## src/rtl/xor_frame_parity.sv

```systemverilog
// Streaming column-parity engine: folds a frame of words into one XOR word.
// Generate mode emits parity; check mode flags a nonzero residual or overflow.
module xor_frame_parity #(
  parameter int WIDTH   = 8,
  parameter int MAX_LEN = 16,
  parameter bit ODD     = 1'b0
) (
  input  logic                         clk,
  input  logic                         rst,
  input  logic                         in_valid,
  output logic                         in_ready,
  input  logic [WIDTH-1:0]             in_data,
  input  logic                         in_last,
  input  logic                         check_en,
  output logic                         out_valid,
  input  logic                         out_ready,
  output logic [WIDTH-1:0]             out_parity,
  output logic                         out_bitpar,
  output logic                         out_err,
  output logic [$clog2(MAX_LEN+1)-1:0] out_len,
  output logic                         out_overflow
);

  localparam int CW = $clog2(MAX_LEN + 1);

  localparam logic [1:0] S_IDLE  = 2'd0;
  localparam logic [1:0] S_ACCUM = 2'd1;
  localparam logic [1:0] S_DONE  = 2'd2;

  logic [1:0]       state;
  logic [WIDTH-1:0] acc;
  logic [CW-1:0]    cnt;
  logic             mode;

  logic             accept;
  logic             first;
  logic [WIDTH-1:0] acc_nxt;
  logic [CW-1:0]    cnt_nxt;
  logic             mode_nxt;
  logic             hit_max;
  logic             close;
  logic             ovf_nxt;
  logic [WIDTH-1:0] par_nxt;

  assign in_ready  = (state == S_IDLE) | (state == S_ACCUM);
  assign out_valid = (state == S_DONE);
  assign accept    = in_valid & in_ready;
  assign first     = (state == S_IDLE);

  // The first word seeds the fold; later words XOR into it.
  always_comb begin
    acc_nxt  = acc ^ in_data;
    cnt_nxt  = cnt + CW'(1);
    mode_nxt = mode;
    if (first) begin
      acc_nxt  = in_data;
      cnt_nxt  = CW'(1);
      mode_nxt = check_en;
    end
    hit_max = (cnt_nxt == CW'(MAX_LEN));
    close   = in_last | hit_max;
    ovf_nxt = hit_max & ~in_last;
    par_nxt = acc_nxt ^ {WIDTH{ODD}};
  end

  always_ff @(posedge clk) begin
    if (rst) begin
      state        <= S_IDLE;
      acc          <= '0;
      cnt          <= '0;
      mode         <= 1'b0;
      out_parity   <= '0;
      out_bitpar   <= 1'b0;
      out_err      <= 1'b0;
      out_len      <= '0;
      out_overflow <= 1'b0;
    end else begin
      case (state)
        S_IDLE, S_ACCUM: begin
          if (accept) begin
            acc  <= acc_nxt;
            cnt  <= cnt_nxt;
            mode <= mode_nxt;
            if (close) begin
              state        <= S_DONE;
              out_parity   <= par_nxt;
              out_bitpar   <= ^par_nxt;
              out_len      <= cnt_nxt;
              out_overflow <= ovf_nxt;
              out_err      <= mode_nxt & ((|par_nxt) | ovf_nxt);
            end else begin
              state <= S_ACCUM;
            end
          end
        end
        S_DONE: begin
          if (out_ready) state <= S_IDLE;
        end
        default: state <= S_IDLE;
      endcase
    end
  end

endmodule

```

## config.mk

```make
export PLATFORM = sky130hd
export DESIGN_NAME = xor_frame_parity
export DESIGN_NICKNAME = d
export VERILOG_FILES = /design/src/rtl/xor_frame_parity.sv
export SDC_FILE = /design/constraint.sdc
export NUM_CORES = 1
export LEC_CHECK = 0
export BUFFER_PORTS_ARGS = -buffer_cell sky130_fd_sc_hd__buf_4
export CAP_MARGIN = 15
export CORE_MARGIN = 3
export CORE_UTILIZATION = 55
export DETAILED_ROUTE_END_ITERATION = 10
export MAX_ROUTING_LAYER = met4
export PLACE_DENSITY = 0.88
export RECOVER_POWER = 100
export REMOVE_ABC_BUFFERS = 1
export SYNTH_ARGS = -nofsm -noshare
export SYNTH_HDL_FRONTEND = slang
export SYNTH_SLANG_ARGS = --single-unit
```

## constraint.sdc

```tcl
create_clock -name clk -period 3.7 [get_ports clk]
set_input_delay 0.555 -clock clk [delete_from_list [all_inputs] [get_ports clk]]
set_output_delay 0.555 -clock clk [all_outputs]
set_load 0.005 [all_outputs]
```

### After elaboration in Yosys (flattened, before gate mapping)

Index checks and enable logic that the tools add are counted.

| operators by class | value |
|---|---|
| mux-type cells | 7 |
| reductions and logical operators | 7 |
| add/sub/neg operators | 1 |
| bitwise gates (word level) | 8 |
| equality and inequality tests | 5 |

Operators by type and width:

| kind | number |
|---|---|
| $mux W8 | 1 |
| $reduce_or A8 Y1 | 1 |
| $reduce_xor A8 Y1 | 1 |
| $xor A8 B8 Y8 | 1 |
| $mux W2 | 3 |
| $add A5 B1 Y5 const B | 1 |
| $eq A5 B5 Y1 const B | 1 |
| $mux W5 | 1 |
| $pmux W2 S2 | 1 |
| $reduce_and A2 Y1 | 2 |
| $and A1 B1 Y1 | 3 |
| $or A1 B1 Y1 | 3 |
| $reduce_and A3 Y1 | 1 |
| $eq A2 B1 Y1 const B | 1 |
| $eq A2 B2 Y1 const B | 1 |
| $logic_not A2 Y1 | 1 |
| $ne A2 B1 Y1 const B | 1 |
| $ne A2 B2 Y1 const B | 1 |
| $reduce_or A2 Y1 | 1 |
| $mux W1 | 1 |
| $not A1 Y1 | 1 |

| storage, ports and cells | value |
|---|---|
| output and inout port bits | 18 |
| flip-flop bits (word level) | 32 |
| logic and storage cells | 37 |

### Logic depth before layout (Yosys ltp)

| logic depth | value |
|---|---|
| depth after elaboration | 7 |
| depth in mapped cells | 8 |
| gate-level depth less buffers | 7 |

### Worst setup path after synthesis

No wires, ideal clock.

| timing path | value |
|---|---|
| path kind | flip-flop to flip-flop |
| from | register state[1] |
| to | register out_bitpar |
| cell stages (with the launch flop) | 8 |
| setup time | 0.080 ns |
| path slack | 1.893 ns |
| data arrival time | 1.728 ns |
| required time | 3.620 ns |
| cells stage by stage | dfxtp_1 clkbuf_1 o21ai_0 xor2_1 ha_1 xnor2_1 xnor2_1 a211oi_2 |

| between the ends | value |
|---|---|
| cells in the longest elaborated chain, start to end | 5 |
| elaborated cells on any way between the ends | 11 |
| those cells by class | eq/ne: 2; mux: 2; bitwise: 3; reduce/logical: 4 |

RTL lines:

| item | RTL line | text |
|---|---|---|
| from (decl) | 30 | `logic [1:0] state;` |
| from (signal assigned) | 68 | `state <= S_IDLE;` |
| from (signal assigned) | 85 | `state <= S_DONE;` |
| from (signal assigned) | 92 | `state <= S_ACCUM;` |
| $logic_not A2 Y1 | 45, 48, 78 |  |
| $mux W5 | 55 | `if (first) begin` |
| $eq A5 B5 Y1 | 60 | `hit_max = (cnt_nxt == CW'(MAX_LEN));` |
| $or A1 B1 Y1 | 61 | `close = in_last \| hit_max;` |
| $reduce_and A3 Y1 (no line) | -- |  |
| to (signal assigned) | 87 | `out_bitpar <= ^par_nxt;` |
| to (decl) | 18 | `output logic out_bitpar,` |

Parallel ways exist; a longest one is shown, timed or not.
A chain may end at the register's enable or synchronous reset.

### Worst setup path after layout

| timing path | value |
|---|---|
| from | register state[0] |
| to | register out_parity[1] |

| between the ends | value |
|---|---|
| cells in the longest elaborated chain, start to end | 5 |
| elaborated cells on any way between the ends | 10 |
| those cells by class | eq/ne: 2; mux: 2; bitwise: 3; reduce/logical: 3 |

RTL lines:

| item | RTL line | text |
|---|---|---|
| $logic_not A2 Y1 | 45, 48, 78 |  |
| $mux W5 | 55 |  |
| $eq A5 B5 Y1 | 60 |  |
| $or A1 B1 Y1 | 61 |  |
| $reduce_and A3 Y1 (no line) | -- |  |
| to (signal assigned) | 86 | `out_parity <= par_nxt;` |
| to (decl) | 17 | `output logic [WIDTH-1:0] out_parity,` |

Parallel ways exist; a longest one is shown, timed or not.

==> impl_metrics.tcl <==
set metrics [dict create \
    status "complete, no violations" \
    crit_path_end_kind "flop" \
    drt-initial-drc-count 71 \
    rows 18 \
    cts_buffers 5 \
    synth.top_cell.area_share 0.4009 \
    clock_skew_ps 8.470 \
    overflow 0 \
    die-width_um 59.90 \
    crit_type "reg -> reg" \
    hold_class "in -> reg" \
    hold_violations 0 \
    synth_fa_ha_area_frac 0.03915 \
    dieArea_um2 3588 \
    synth-xor-area-share 0.07596 \
    cts_tree "done" \
    synth-edff-count 0 \
    worstPathRequired_ps 3930 \
    wl_per_cell_um 16.17 \
    worst-path-max-fanout 21 \
    maxCapViolCount 0 \
    start_util 0.6116 \
    area_growth_syn_to_layout_pct 12.22 \
    wl_mm 3.638 \
    cts_resized 0 \
    place_inst 218 \
    die_h_um 59.90 \
    synth-seq-cells 32 \
    period_minus_slack_ps 2794 \
    ys_seq_area_frac 0.4009 \
    final_nets 214 \
    ir_drop_uv 327.6 \
    place.gp.congestion 0.8176 \
    cts_setup_buffers 0 \
    layoutNonFillerInstCount 225 \
    yosys-top-cells-count "32 x dfxtp_1, 16 x nor2_1, 15 x o21ai_0" \
    post-route-period-util 0.7551 \
    diodes 0 \
    htree_levels 2 \
    crit_path_start_kind "flop" \
    finalMaxSlewViolations 0 \
    drc 0 \
    core_um2 2613 \
    p_leak_nw 0.6699 \
    synth_compound_area_frac 0.2850 \
    port-buffer-count 31 \
    root_buffer "clkbuf_4" \
    grt_max_degree 35 \
    layout-drive-gt1-share 0.2410 \
    firstDrtPassIters 4 \
    power.density_nw_per_um2 390.6 \
    grt_pass1_vias 1337 \
    yosys.cell_count.top_type "dfxtp_1" \
    setup_viol 0 \
    synth-simple-area-share 0.1323 \
    tightest_slew_ps 1275 \
    relSlewSlack 0.1481 \
    avgSynthCellArea_um2 9.454 \
    clk_path_buf_depth 2 \
    drtAntennaViolNets 0 \
    grt_usage 0.2326 \
    yosys.area.top_type "dfxtp_1" \
    num_vias 1379 \
    rsz0062_at_grt "false" \
    worstPathArrival_ps 3030 \
    max_freq_ghz 0.3579 \
    muxShareOfSynthArea 0.02193 \
    synth_top_family_by_area "compound AO/OA/AOI/OAI gates" \
    fin_total_pwr_uw 700.4 \
    clk_latency_ps 330 \
    yosys_warnings 0 \
    finalSetupTns_ps 0 \
    antenna_found_initial 0 \
    cts_num_sinks 32 \
    syn_area_um2 1598 \
    hpwl_mm 2.483 \
    synthCells 169 \
    ctsHoldBuffers 0 \
    synthArstFlopShare 0 \
    grt_pass1_wl_mm 6.127 \
    ys_dominant_reg_cell "dfxtp_1" \
    r2r_slack_ps 910 \
    synth_area_leaders "dfxtp_1 40%, a211oi_1 6.6%, xor2_1 4.9%" \
    ioPinCount 32 \
    yosysUniqueCellTypes 42 \
    clk_pin_slew_ps 100 \
    via_per_inst 6.129 \
]
==> cell usage in the layout (no fill, tap or decap), drive strengths merged, types with 2 or more instances in the layout <==
cell type,instances
a211oi,19
a21oi,18
a31oi,2
buf,13
clkbuf,25
dfxtp,32
ha,5
mux2i,2
nand2,6
nand3,4
nand4,2
nor2,17
nor2b,2
nor3,4
o21ai,17
xnor2,4
xor2,9
==> worst max-delay path, cell delays in order (launching register included) <==
cell      delay, ps
dfxtp_1         770
o21ai_0         270
nor3_1          510
a31o_1          680
a21oi_1         160
a211oi_1        300
==> stage by stage <==
step / instance area [um^2] / utilization / worst slack (ps) / hold WS, ps
after detailed placement: 1810 / 0.6930 / 1573 / 470.1
final: 1793 / 0.6863 / 906.3 / 454.1
after floorplan: 1530 / - / 1139 / 447.3
after global routing: 1793 / 0.6863 / 708.4 / 446.7
after global placement: 1810 / 0.6930 / 1619 / 458.9
after CTS: 1857 / 0.7107 / 1537 / 457.1
==> flip-flops by register name, indices dropped and copies added (netlist names) <==
signal and cells:
cnt 5, out_len 5, out_parity 8, out_err 1, out_bitpar 1, state 2
acc 8, mode 1, out_overflow 1
==> area by class of cell <==
cell class,count,area [um^2]
well taps,30,37.54
inverters,1,3.754
clock buffers,6,41.29
flip-flops and latches,32,640.6
repair buffers,32,232.7
fillers,223,819.5
clock inverters,1,5.005
multi-input cells,123,832.0
==> power breakdown <==
part / internal, mW / switching [mW] / leakage, nW
clock: 0.0699 / 0.113 / 0.0281
combinational: 0.0610 / 0.0739 / 0.379
sequential: 0.365 / 0.0174 / 0.263
total: 0.496 / 0.205 / 0.670
==> cells by family (layout without fill, tap and decap cells) <==
family / after synthesis / count (layout)
mux: 3 / 3
xor+xnor: 13 / 13
simple gates: 40 / 40
compound gates: 62 / 62
buf+inv: 14 / 40
flops: 32 / 32
fa+ha+maj: 5 / 5
==> worst paths after layout <==
path                                             from                    endpoint  cells after the start
worst min-delay path                          in_last   out_overflow$_SDFFE_PP0P_                      2
worst min register to register   out_err$_SDFFE_PP0P_        out_err$_SDFFE_PP0P_                      2
worst max-delay path            state[0]$_SDFFE_PP0P_  out_parity[1]$_SDFFE_PP0P_                      5
worst max register to register  state[0]$_SDFFE_PP0P_  out_parity[1]$_SDFFE_PP0P_                      5
==> routing by layer <==
| layer | global-route usage | part of all wire | vias up |
|---|---|---|---|
| met5 | - | 0 | - |
| li1 | - | - | 666 |
| met1 | 0.2933 | 0.44 | 645 |
| met2 | 0.3519 | 0.49 | 62 |
| met3 | 0.07343 | 0.060 | 6 |
| met4 | 0.07595 | 0.010 | 0 |
No activity file was read; power rests on OpenSTA's default activity.
